## config.mk

```make
export PLATFORM = sky130hd
export DESIGN_NAME = run_ctrl_multi
export DESIGN_NICKNAME = d
export VERILOG_FILES = /design/src/rtl/run_ctrl_multi.sv
export SDC_FILE = /design/constraint.sdc
export NUM_CORES = 1
export LEC_CHECK = 0
export CORE_MARGIN = 8
export CORE_UTILIZATION = 35
export DETAILED_ROUTE_END_ITERATION = 10
export GPL_TIMING_DRIVEN = 0
export SYNTH_ARGS = -nofsm -noshare
export SYNTH_HDL_FRONTEND = slang
export SYNTH_SLANG_ARGS = --single-unit
```

## constraint.sdc

```tcl
create_clock -name clk_i -period 2.76 [get_ports clk_i]
set_clock_uncertainty 0.15 [all_clocks]
set_input_delay 0.414 -clock clk_i [delete_from_list [all_inputs] [get_ports clk_i]]
set_output_delay 0.414 -clock clk_i [all_outputs]
set_load 0.01 [all_outputs]
```

## src/rtl/run_ctrl_multi.sv

```systemverilog
`default_nettype none
// ============================================================================
// Module   : run_ctrl_multi
// Purpose  : Run-control sequencer (OFF/IDLE/ARMING/RUNNING/DRAINING) driving
//            frame-aligned per-channel FIFO write enables.
// Revision : 1.0
// ============================================================================
module run_ctrl_multi #(
    parameter int N_CH         = 4,
    parameter int CNT_W        = 16,
    parameter int VETO_CYCLES  = 4000,
    parameter int DRAIN_CYCLES = 65535,
    parameter bit FRAME_ALIGN  = 1'b1
) (
    input  logic            clk_i,
    input  logic            rst_n_i,
    input  logic            rst_i,
    input  logic            start_i,
    input  logic            stop_i,
    input  logic            rst_pulse_i,
    input  logic            init_pulse_i,
    input  logic            start_pulse_i,
    input  logic            stop_pulse_i,
    input  logic [N_CH-1:0] ch_mask_i,
    input  logic [N_CH-1:0] frame_end_i,
    output logic [2:0]      state_o,
    output logic [N_CH-1:0] fifo_wr_en_o,
    output logic            rst_sig_o,
    output logic            rst_sig_pulse_o,
    output logic            drain_to_o
);

    localparam logic [2:0] c_ST_OFF      = 3'b000;
    localparam logic [2:0] c_ST_IDLE     = 3'b001;
    localparam logic [2:0] c_ST_ARMING   = 3'b010;
    localparam logic [2:0] c_ST_RUNNING  = 3'b011;
    localparam logic [2:0] c_ST_DRAINING = 3'b100;

    localparam logic [CNT_W-1:0] c_VETO_LAST  = CNT_W'(VETO_CYCLES - 1);
    localparam logic [CNT_W-1:0] c_DRAIN_LAST = CNT_W'(DRAIN_CYCLES - 1);

    logic [2:0]       state_q, state_d;
    logic [CNT_W-1:0] cnt_q, cnt_d;
    logic [N_CH-1:0]  mask_q, mask_d;
    logic [N_CH-1:0]  en_q, en_d;
    logic             drain_to_q, drain_to_d;
    logic             rst_sig_q, rst_sig_pulse_q;

    // State register
    always_ff @(posedge clk_i or negedge rst_n_i) begin
        if (!rst_n_i) begin
            state_q         <= c_ST_OFF;
            cnt_q           <= '0;
            mask_q          <= '0;
            en_q            <= '0;
            drain_to_q      <= 1'b0;
            rst_sig_q       <= 1'b0;
            rst_sig_pulse_q <= 1'b0;
        end else begin
            state_q         <= state_d;
            cnt_q           <= cnt_d;
            mask_q          <= mask_d;
            en_q            <= en_d;
            drain_to_q      <= drain_to_d;
            rst_sig_q       <= rst_i | start_i | stop_i;
            rst_sig_pulse_q <= rst_pulse_i | start_pulse_i | stop_pulse_i;
        end
    end

    // Next-state logic: the highest-priority pulse that applies in the current
    // state wins; otherwise the state's own counting/frame behaviour runs.
    always_comb begin
        state_d    = state_q;
        cnt_d      = cnt_q;
        mask_d     = mask_q;
        en_d       = en_q;
        drain_to_d = drain_to_q;

        if (rst_pulse_i) begin
            state_d = c_ST_IDLE;
            en_d    = '0;
            cnt_d   = '0;
        end else if (stop_pulse_i && state_q == c_ST_ARMING) begin
            state_d = c_ST_IDLE;
            cnt_d   = '0;
        end else if (stop_pulse_i && state_q == c_ST_RUNNING) begin
            state_d = c_ST_DRAINING;
            cnt_d   = '0;
        end else if (start_pulse_i && !stop_pulse_i) begin
            state_d    = c_ST_ARMING;
            mask_d     = ch_mask_i;
            cnt_d      = '0;
            drain_to_d = 1'b0;
            en_d       = '0;
        end else if (init_pulse_i && !stop_pulse_i && !start_pulse_i
                     && state_q == c_ST_OFF) begin
            state_d = c_ST_IDLE;
        end else begin
            case (state_q)
                c_ST_ARMING: begin
                    if (cnt_q == c_VETO_LAST) begin
                        state_d = c_ST_RUNNING;
                        cnt_d   = '0;
                        if (!FRAME_ALIGN) en_d = mask_q;
                    end else begin
                        cnt_d = cnt_q + 1'b1;
                    end
                end
                c_ST_RUNNING: begin
                    if (FRAME_ALIGN) en_d = en_q | (frame_end_i & mask_q);
                    else             en_d = mask_q;
                end
                c_ST_DRAINING: begin
                    if (en_q == '0) begin
                        state_d = c_ST_IDLE;
                        cnt_d   = '0;
                    end else if (cnt_q == c_DRAIN_LAST) begin
                        state_d    = c_ST_IDLE;
                        cnt_d      = '0;
                        en_d       = '0;
                        drain_to_d = 1'b1;
                    end else begin
                        cnt_d = cnt_q + 1'b1;
                        en_d  = en_q & ~frame_end_i;
                    end
                end
                default: ;
            endcase
        end
    end

    // Outputs are straight from registers
    always_comb begin
        state_o         = state_q;
        fifo_wr_en_o    = en_q;
        rst_sig_o       = rst_sig_q;
        rst_sig_pulse_o = rst_sig_pulse_q;
        drain_to_o      = drain_to_q;
    end

endmodule
`default_nettype wire

```

Word-level counts from Yosys, hierarchy flattened
Cells that the tools add are included.

Add/sub/neg operators: 1. Equal/unequal tests: 14. Multiplexer cells: 31. Bitwise gates (word level): 11. Reduce and logical (&&, ||, !) cells: 20.

Operators by type and width (number): 16-bit 2-to-1 mux (8); 16-bit case mux with 2 select lines (1); 4-bit 2-to-1 mux (7); 3-bit 2-to-1 mux (8); 16-bit by 1-bit adder with 16-bit output (second input constant) (1); 16-bit by 12-bit equality test with 1-bit output (second input constant) (1); 16-bit equality test (second input constant) (1); 4-bit AND (2); 2-bit != test (second input constant) (4); 8-bit != test (second input constant) (1); 4-bit case mux with 2 select lines (1); 7-bit by 2-bit != test with 1-bit output (second input constant) (1); 7-bit AND reduction (1); 7-bit nonzero test (1); 3-bit by 2-bit equality test with 1-bit output (second input constant) (2); 1-bit logical AND (6); 3-bit case mux with 2 select lines (1); 6-bit nonzero test (1); 1-bit 2-to-1 mux (5); 5-bit != test (second input constant) (1); 5-bit AND reduction (1); 4-bit logical NOT (1); 4-bit != test (second input constant) (1); 4-bit NOT (1); other kinds (12) (19).

Register bits after elaboration: 30. Input bits: 17. Output and inout bits: 10. Logic and storage cells: 84.

Longest topological paths before layout
Gate-level depths: netlist of run 1.

Word-level depth: 10. Mapped depth: 8. Gate-level depth less buffers: 7.

Worst setup path before layout of run 1
No wires, ideal clock.

Kind: reg2reg. Start: register cnt_q[6]. End: register cnt_q[2]. Setup time: 0.128 ns. Data arrival time: 1.673 ns. Data required time: 2.482 ns. Path slack: 0.809 ns. Stages on the path, launching flop included: 6. Path buffers: 0. Clock period less this slack: 1.951 ns. Cell sequence: dfrtp_1 or4_4 nor4_4 o22ai_2 a31oi_1 o22ai_1.

Cells in the longest elaborated chain, start to end: 9. Elaborated cells on any way between the ends: 11. Classes of those cells: 2 x eq/ne; 9 x mux.

Ends and longest elaborated chain: start: declaration (RTL line 43) `logic [CNT_W-1:0] cnt_q, cnt_d;`; start signal: assignment (RTL line 61) `cnt_q <= cnt_d;`; 16-bit equality test (RTL line 117) `end else if (cnt_q == c_DRAIN_LAST) begin`; 16-bit 2-to-1 mux (RTL line 117); 16-bit 2-to-1 mux (RTL line 114) `if (en_q == '0) begin`; 16-bit case mux with 2 select lines * (RTL line 99) `case (state_q)`; 16-bit 2-to-1 mux * (RTL line 95) `end else if (init_pulse_i && !stop_pulse_i && !start_pulse_i`; 16-bit 2-to-1 mux * (RTL line 89) `end else if (start_pulse_i && !stop_pulse_i) begin`; 16-bit 2-to-1 mux * (RTL line 86) `end else if (stop_pulse_i && state_q == c_ST_RUNNING) begin`; 16-bit 2-to-1 mux * (RTL line 83) `end else if (stop_pulse_i && state_q == c_ST_ARMING) begin`; 16-bit 2-to-1 mux * (RTL line 79) `if (rst_pulse_i) begin`.

Every way passes the cells marked *; elsewhere a longest branch is shown, timed or not. The select of a mux whose other input is x is not followed. A chain may end at the register's enable or synchronous reset.

Worst setup path in the final report of run 1
Start: input start_pulse_i. End: register cnt_q[4].

Cells in the longest elaborated chain, start to end: 5. Elaborated cells on any way between the ends: 11. Classes of those cells: 1 x eq/ne; 4 x mux; 6 x reduce/logical.

Ends and longest elaborated chain: start: declaration (RTL line 22) `input logic start_pulse_i,`; 1-bit logical NOT / 1-bit logical AND (equally long branches) (RTL line 95, 89); 1-bit logical AND / 16-bit 2-to-1 mux (equally long branches) (RTL line 95, 89); 1-bit logical AND / 16-bit 2-to-1 mux (equally long branches) (RTL line 96, 86); 5-bit != test (no line) / 16-bit 2-to-1 mux (equally long branches); 2-bit AND reduction (no line) / 16-bit 2-to-1 mux (equally long branches).

Parallel ways exist; a longest one is shown, timed or not.

==> metrics.txt, run 1 <==
status finished, final reports clean; switch share 24.8%; Max IR drop VDD 283 µV; Die W 86.7 µm; Gate power share 16.5%; total power 1270 µW; count leader, synth dfrtp_1; Min Hold Slack 12.7 ps; post-layout util between 40 and 50%; GP Congestion slightly below 0.8; EDFF count, synth 0; Post-Syn Instances 189; Routed Antenna Nets 0; ranking of synthesized cells by area dfrtp_1 43%, nand2_1 5.6%, o21ai_0 3.7%, a21oi_1 3.4%, a31oi_1 3.2%; Slew Viols, Final 0; synthesis-to-layout area growth 27.0%; sequential share of power 39.8%; relative slew slack 55.7%; routed vias/inst 5.39; clock root buffer clkbuf_8; first-pass GRT wire length 7220 µm; IO buf count 25; WP data required around 2800 ps; Lkg Pwr around 0.00085 µW; Final min period around 2300 ps; Clock Tree Buf Depth 2; fin crit share 82.6%; Total Wirelength between 4000 and 5000 µm; max incr delay on CP 450 ps; crit-path cells clkdlybuf4s50_1, nor2b_1, nor2_1, clkbuf_1, a211oi_1, o221ai_1, nand2_1; initial antenna violation count 0; GR Util All Layers 12.1%; Worst Tran Pin Value 665 ps; row count 25; average size of a mapped cell a little over 9 µm²; Crit. End Element register; Netlist cell types 44; Initial DRC Count 64; worst path arrival time between 2000 and 2500 ps; share of post-route cells with drive strength above 1 between 10% and 20%; Setup Viol. Count Final 0; clk sinks 30; most instantiated cells after synthesis 30 x dfrtp_1, 26 x nand2_1, 13 x o21ai_0; slowest CP cell clkdlybuf4s50_1; Async S/R FF share, synth 100%; sequential area share after synthesis 42.9%; hold buffer count at cts 0; Fillers 470; Synth warnings 0; Clk pwr share a little over two fifths; Fmax ~440 MHz; P_sw 315 µW; RSZ-0062 raised after global routing no; 1st-pass router iterations 4; Worst Setup Start Kind primary input; Top FF cell, synth dfrtp_1; CTS tree yes; # DRC 0; CORE AREA 4790 µm²; synthesized flop and latch total 30; Die H 86.7 µm; setup bufs post-CTS 0; CTS clk-pin slew, worst paths 70 ps; mapped cell area 1750 µm²; IO Count 27; Die Area 7510 µm²; Vias 1558; area leader, netlist dfrtp_1; PostCTS Resize Cnt 0; Worst-Skew Late Latency 280 ps; Cell Int Power 953 µW; critical path fanouts, max 10; Net count, final 240; max-cap violations 0; Hold WC Path Type in2async; syn nets 208; Num CTS Buffers 5; starting density of the core a little over a third; number of global-route vias before repair 1500; Power Density 571 nW/µm²; DR WL/cell approximately 15 µm; critical path class in2reg; final hold violations 0; gr ovfl total 0; n_diodes 0; Synth top area share between 40% and 50%; post-DP HPWL 3090 µm; largest net degree at the start of global routing 31; total negative slack 0 ps; H-tree depth 2
-- per-stage QoR --
stage	cells	cell area, µm²	setup slack [ps]
global placement	281	2080	175
CTS	289	2220	489
global route	289	2220	309
finish	289	2220	481
detailed placement	281	2080	191
floorplan	189	1750	809
-- cell type report --
type	count	area [µm²]	area share (%)
multi-input cells	142	927	41.8
flip-flops and latches	30	751	33.8
repair buffers	25	245	11.0
well taps	67	83.8	3.78
clock buffers	6	82.6	3.72
clock inverters	2	60.1	2.71
inverters	11	41.3	1.86
plain buffers	6	28.8	1.30
-- layer usage --
layer / part of all wire (%) / GRT usage [%] / up-vias
met5: 0 / 0 / -
li1: - / - / 772
met1: 50 / 15.8 / 748
met3: 3.4 / 2.36 / 7
met2: 45 / 18.8 / 31
met4: 1.7 / 5.48 / 0
-- layout by cell type (no fill, tap or decap), types with 2 or more instances in the layout --
master	synthesis	layout
a21oi_1	12	12
o31ai_1	2	2
dfrtp_1	30	30
buf_2	5	6
bufinv_16	0	2
ha_1	2	2
nand2b_1	2	2
or3_1	2	2
a31oi_1	9	9
mux2i_1	2	2
nand3_1	10	10
nor4_4	2	2
clkbuf_8	0	6
nand2_1	26	26
clkdlybuf4s50_1	0	24
o211ai_1	2	2
a2111oi_2	2	2
nand4_1	8	8
xnor2_1	3	3
o21ai_0	13	13
o22ai_1	5	5
mux2_2	4	4
a211oi_1	4	4
nor2_1	6	6
and2_1	3	3
nor3_1	4	4
inv_1	11	11
-- worst max-delay path: cells and delay by family --
kind,cells,cell delay [ps]
and+or+nand+nor,3,650
buffers and inverters,2,900
AOI/OAI and AO/OA,2,330
-- flip-flops by register name (all words and copies together) (netlist names) --
| signal | cells |
|---|---|
| cnt_q | 16 |
| drain_to_o | 1 |
| fifo_wr_en_o | 4 |
| mask_q | 4 |
| rst_sig_o | 1 |
| rst_sig_pulse_o | 1 |
| state_o | 3 |
-- worst paths after layout --
| kind | startpoint | endpoint | slack [ps] | depth (start not counted) |
|---|---|---|---|---|
| max | start_pulse_i | cnt_q[4]$_DFFE_PN0P_ | 480 | 7 |
| min | rst_n_i | fifo_wr_en_o[0]$_DFFE_PN0P_ | 10 | 1 |
| max reg2reg | state_o[1]$_DFFE_PN0P_ | cnt_q[1]$_DFFE_PN0P_ | 490 | 5 |
| min reg2reg | mask_q[3]$_DFFE_PN0P_ | mask_q[3]$_DFFE_PN0P_ | 360 | 1 |
| max in group asynchronous | rst_n_i | cnt_q[8]$_DFFE_PN0P_ | 2010 | 1 |
| min in group clk_i | stop_pulse_i | state_o[1]$_DFFE_PN0P_ | 260 | 2 |
-- power by group through the flow --
stage	Combinational, µW	Clock, µW	Sequential, µW
after floorplan	111	0	513
after global placement	211	0	513
after detailed placement	210	0	513
after CTS	212	565	505
after global routing	230	585	511
final	210	553	505
-- logic make-up after synthesis --
| logic type | share of synthesized area (%) |
|---|---|
| buffers and inverters | 4.01 |
| flip-flops | 42.9 |
| AND/OR/NAND/NOR | 24.5 |
| adder cells (fa/ha/maj) | 1.43 |
| XOR/XNOR | 1.50 |
| multiplexers | 3.72 |
| AO/OA/AOI/OAI | 21.9 |
No activity file was read; power rests on OpenSTA's default activity.
==> run 2: changes to the inputs <==
==> constraint.sdc (replaced) <==
create_clock -name clk_i -period 2.01 [get_ports clk_i]
set_clock_uncertainty 0.15 [all_clocks]
set_input_delay 0.3015 -clock clk_i [delete_from_list [all_inputs] [get_ports clk_i]]
set_output_delay 0.3015 -clock clk_i [all_outputs]
set_load 0.01 [all_outputs]
==> run 2 against run 1 <==
The run now ends with setup timing left. Final cell count up 4.8%. Worst setup slack worse by 530 ps. Largest cell class unchanged. Largest power group unchanged. Clock power up 38%. Via count up 3.9%. First-iteration DRC count up 36%. Critical endpoint is now cnt_q[7]$_DFFE_PN0P_. Sequential power up 38%.
==> metrics.txt, run 2 (synthesis gave the netlist of run 1 again) <==
cell family with most CP delay simple AND/OR/NAND/NOR gates; Power Density 750 nW/µm² (+31%); fin crit share 102%; Max IR drop VDD 399 µV (+41%); max incr delay on CP 550 ps (+100 ps); clk sinks 30 (unchanged); setup slack, reg-to-reg -50 ps (-540 ps); n_diodes 0 (unchanged); row count 25 (unchanged); CTS clk-pin slew, worst paths 70 ps (about the same); number of global-route vias before repair 1568 (+4.5%); max reg flops 16 (unchanged); cell count of the worst reg-to-reg path 5 (unchanged); final hold violations 0 (unchanged); max-cap violations 0 (unchanged); Fillers 456 (-3.0%); starting density of the core 36.5% (unchanged); H-tree depth 2 (unchanged); Vias 1618 (+3.9%); worst r2r dst cnt_q[7]$_DFFE_PN0P_; initial antenna violation count 0 (unchanged); Clock Tree Buf Depth 2 (unchanged); DR WL/cell 14.8 µm (+1.3%); Crit. End Element register; failing checks setup timing; Worst Setup Start Kind register; WP data required 2020 ps (-760 ps); RSZ-0062 raised after global routing yes; slowest CP cell or4_4; routed vias/inst 5.34 (-0.95%); largest net degree at the start of global routing 31 (unchanged); Total Wirelength 4490 µm (+6.2%); Slew Viols, Final 0 (unchanged); Crit. path cell count 5 (-2); Worst Setup SP cnt_q[5]$_DFFE_PN0P_; CORE AREA 4790 µm² (unchanged); Routed Antenna Nets 0 (unchanged); Die H 86.7 µm (unchanged); Num CTS Buffers 5 (unchanged); post-DP HPWL 3090 µm (unchanged); crit-path cells or4_4, nor4_4, o22ai_4, a31oi_1, o22ai_1; post-route setup slack -49.6 ps (-530 ps); 1st-pass router iterations 4 (unchanged); # DRC 0 (unchanged); worst r2r src cnt_q[5]$_DFFE_PN0P_; first-pass GRT wire length 7610 µm (+5.4%); GP Congestion 0.796 (unchanged); Initial DRC Count 87 (+36%); relative slew slack 55.2% (-0.53 points); Final min period ~2100 ps; most common cell after layout, fill and taps aside dfrtp_1; critical path class reg2reg; most frequent cells in the layout 27 x dfrtp_1, 25 x nand2_1, 24 x clkdlybuf4s50_1, 13 x buf_4, 12 x a21oi_1; critical path fanouts, max 8 (-2); clock root buffer clkbuf_8; crit path to cnt_q[7]$_DFFE_PN0P_; Hold WC Path Type in2reg; pre-CTS setup slack -446 ps (-638 ps); status finished, violations left; synthesis-to-layout area growth 36.4%; GR Util All Layers 12.7% (+0.61 points); Worst Tran Pin Value 672 ps (+7.88 ps); Die W 86.7 µm (unchanged); total power 1790 µW (+41%); Net count, final 254 (+5.8%); IO Count 27 (unchanged); Die Area 7510 µm² (unchanged); Fmax 486 MHz; Critical path buffers and inverters 0 (-2); Worst-Skew Late Latency 280 ps (about the same); gr ovfl total 0 (unchanged); share of post-route cells with drive strength above 1 22.9% (+9.4 points); post-layout util 49.8% (+3.4 points); worst path arrival time 2070 ps (-230 ps); Most flops, register cnt_q; Setup Viol. Count Final 15 (+15); IO buf count 25 (unchanged); CTS tree yes; Lkg Pwr 0.000941 µW (+11%)
run 2: changes by cell type in the layout (fill, tap and decap cells not counted), sizes merged:
cell         before  now
buf               6   17
clkbuf            7    9
dlygate4sd3       0    1
run 2: worst min-delay path by stage:
stage	depth (start not counted)	end	from	slack [ps]
3_3_place_gp	1	mask_q[1]$_DFFE_PN0P_	mask_q[1]$_DFFE_PN0P_	350
5_1_grt	2	state_o[1]$_DFFE_PN0P_	stop_pulse_i	190
2_1_floorplan	0	cnt_q[0]$_DFFE_PN0P_	rst_n_i	-140
3_5_place_dp	1	mask_q[2]$_DFFE_PN0P_	rst_n_i	240
4_1_cts	2	state_o[1]$_DFFE_PN0P_	stop_pulse_i	140
6_report	2	state_o[1]$_DFFE_PN0P_	stop_pulse_i	140
run 2: final cells by class:
class	count	area (µm²)	share of cell area, %
Multi-Input combinational cell	142	973	40.8
Sequential cell	30	754	31.7
Timing Repair Buffer	39	353	14.8
Tap cell	67	83.8	3.52
Clock buffer	6	82.6	3.46
Clock inverter	2	60.1	2.52
Inverter	11	41.3	1.73
Buffer	6	35.0	1.47
run 2: metrics by stage:
step	cell area, µm²	hold slack [ps]	cells	setup TNS, ps
after floorplan	1750	-144	189	0
after global placement	2080	347	281	-11030
after detailed placement	2080	239	281	-6190
after CTS	2330	141	300	-52.8
after global routing	2380	185	303	-1420
final	2380	141	303	-314
run 2: metal layers:
layer	vias up	track usage, %	share of wire (%)
li1	803	-	-
met1	784	16.2	48
met2	26	20.3	48
met3	5	2.55	2.8
met4	0	5.32	1.5
met5	-	0	0
run 2: what timing repair did:
item / in CTS / in global routing
pin swaps: 14 / 8
gates resized for setup: 10 / 12
hold buffers: 1 / 0
setup buffers: 10 / 3
endpoints found under the setup margin: 18 / 22
endpoints found under the hold margin: 30 / 0
run 2: report_power, final:
part	internal [µW]	switching [µW]
clock network	529	234
registers	649	48.3
logic	159	170
==> run 3: changes to the inputs <==
--- a/config.mk
+++ b/config.mk
@@ -6,7 +6,7 @@
 export NUM_CORES = 1
 export LEC_CHECK = 0
 export CORE_MARGIN = 8
-export CORE_UTILIZATION = 35
+export CORE_UTILIZATION = 40
 export DETAILED_ROUTE_END_ITERATION = 10
 export GPL_TIMING_DRIVEN = 0
 export SYNTH_ARGS = -nofsm -noshare
==> run 3 against run 2 <==
The run still ends with setup timing left. Power decreased by 8.4%. Routed wire length increased by 16%. Final area grew 3.5%. Sequential cell count unchanged. Core utilization rose by 7.6 points. Non-clock buffer count rose by 6.
==> metrics.txt, run 3 (synthesis gave the netlist of run 1 again) <==
gr ovfl total 0 (unchanged); share of post-route cells with drive strength above 1 28.3% (+5.4 points); Vias 1744 (+7.8%); post-route setup slack -21.0 ps (+28.6 ps); Worst Hold Endpoint state_o[1]$_DFFE_PN0P_; worst path arrival time 2040 ps (-30 ps); switch share 29.0% (+3.7 points); Worst Tran Pin Value 713 ps (+40.5 ps); Most flops, register cnt_q; first-pass GRT wire length 8400 µm (+10%); starting density of the core 40.7% (+4.2 points); CTS tree yes; max reg flops 16 (unchanged); clock root buffer clkbuf_8; most common cell after layout, fill and taps aside dfrtp_1; most frequent cells in the layout 27 x dfrtp_1, 25 x nand2_1, 24 x clkdlybuf4s50_1, 20 x buf_4, 11 x inv_1; GR Util All Layers 16.2% (+3.4 points); status finished, violations left; n_diodes 0 (unchanged); Routed Antenna Nets 0 (unchanged); hold path cells 2 (unchanged); critical path class reg2reg; Cell Int Power 1160 µW (-13%); Net count, final 262 (+3.1%); Clock Tree Buf Depth 2 (unchanged); failing checks setup timing; Final Non-Filler Cells 296 (-2.3%); max-cap violations 0 (unchanged); placed insts 266 (-5.3%); # DRC 0 (unchanged); GP Congestion 0.859 (+7.9%); clk sinks 30 (unchanged); Fmax 492 MHz (+1.4%); post-DP HPWL 3370 µm (+9.1%); Die W 82.1 µm (-5.3%); routed vias/inst 5.89 (+10%); Power Density 665 nW/µm² (-11%); dpl cell area 2060 µm² (-0.66%); worst r2r src cnt_q[6]$_DFFE_PN0P_; Hold WC Path Type in2reg; Initial DRC Count 90 (+3.4%); worst r2r dst cnt_q[8]$_DFFE_PN0P_; IO buf count 25 (unchanged); synthesis-to-layout area growth 41.1%; P_sw 476 µW (+5.2%); CORE AREA 4290 µm² (-10%); WP data required 2020 ps (about the same); critical path fanouts, max 4 (-4); sequential share of power 42.8% (+3.8 points); IO Count 27 (unchanged); 1st-pass router iterations 4 (unchanged); Lkg Pwr 0.000971 µW (+3.2%); Worst-Skew Late Latency 290 ps (about the same); Num CTS Buffers 5 (unchanged); Total Wirelength 5230 µm (+16%); total power 1640 µW (-8.4%); Slew Viols, Final 0 (unchanged); CTS clk-pin slew, worst paths 70 ps (about the same); Fillers 363 (-20%); row count 24 (-4.0%); hold path startpoint stop_pulse_i; setup slack, reg-to-reg -20 ps (+30 ps); Max IR drop VDD 381 µV (-4.5%); fin crit share 101% (-1.4 points); Crit. End Element register; relative slew slack 52.5% (-2.7 points); Final min period 2030 ps (-28.6 ps); Clk pwr share 35.1% (-7.6 points); Gate power share 22.0% (+3.6 points); DR WL/cell 17.7 µm (+19%); Setup Viol. Count Final 7 (-8); Die Area 6740 µm² (-10%); largest net degree at the start of global routing 31 (unchanged); Worst Setup Start Kind register; final hold violations 0 (unchanged); initial antenna violation count 0 (unchanged); cell count of the worst reg-to-reg path 6 (+1); H-tree depth 2 (unchanged); post-layout util 57.4% (+7.6 points); number of global-route vias before repair 1727 (+10%); Min Hold Slack 137 ps (-4.10 ps); Die H 82.1 µm (-5.3%); post-route cell area 2470 µm² (+3.5%); RSZ-0062 raised after global routing yes
-- run 3: cell count changes in the layout (fill, tap and decap cells not counted), moves of 2 or more --
cell / change
a21oi_2: +2
a21oi_1: -2
bufinv_16: -2
buf_4: +7
clkbuf_8: +2
o21ai_2: +3
clkbuf_4: -2
o21ai_1: -2
nand3_2: -2
-- run 3: layer usage --
layer,wire (µm),up-vias,GRT usage [%],part of all wire (%)
met5,0,-,0,0
met4,82,0,4.91,1.6
met3,285,10,5.41,5.5
met2,2520,46,26.2,48
met1,2340,872,19.9,45
li1,-,816,-,-
-- run 3: worst max-delay path by stage --
| stage | from | end | slack, ps | cells after the start |
|---|---|---|---|---|
| 3_5_place_dp | start_pulse_i | cnt_q[4]$_DFFE_PN0P_ | -450 | 7 |
| 3_3_place_gp | start_pulse_i | cnt_q[4]$_DFFE_PN0P_ | -430 | 7 |
| 5_1_grt | cnt_q[6]$_DFFE_PN0P_ | cnt_q[3]$_DFFE_PN0P_ | -100 | 6 |
| 2_1_floorplan | cnt_q[6]$_DFFE_PN0P_ | cnt_q[2]$_DFFE_PN0P_ | 60 | 5 |
| 4_1_cts | fifo_wr_en_o[0]$_DFFE_PN0P_ | fifo_wr_en_o[2]$_DFFE_PN0P_ | -10 | 5 |
| 6_report | cnt_q[6]$_DFFE_PN0P_ | cnt_q[8]$_DFFE_PN0P_ | -20 | 6 |
-- run 3: critical path, cell delays in order, from the launching register on --
cell and delay, ps:
dfrtp_1 410, or4_4 540, nor4_4 250, buf_4 180
o22ai_4 120, nand4_1 130, o211ai_1 110
-- run 3: repair_timing --
item,4_1_cts,5_1_grt
pin swaps,13,19
hold endpoints to repair,0,30
gates resized for setup,8,30
hold buffers,0,1
endpoints found under the setup margin,18,21
setup buffers,14,5
gates cloned,0,2
-- run 3: area by class of cell --
type	count	area [µm²]	share of cell area, %
multi-input cells	144	1060	42.9
flip-flops and latches	30	754	30.6
repair buffers	45	402	16.3
clock buffers	8	110	4.46
well taps	52	65.1	2.64
inverters	11	41.3	1.67
plain buffers	6	35.0	1.42
-- run 3: metrics by stage --
| step | setup TNS, ps | setup WS (ps) |
|---|---|---|
| global route | -879 | -97.6 |
| finish | -103 | -21.0 |
| CTS | -16.5 | -14.1 |
| detailed placement | -10950 | -449 |
| global placement | -8170 | -432 |
| floorplan | 0 | 59.1 |
-- run 3: power by group through the flow --
stage	Sequential, µW	Clock, µW	Combinational [µW]
finish	702	576	361
global placement	704	0	288
detailed placement	708	0	296
CTS	698	588	319
floorplan	705	0	153
global route	709	609	393
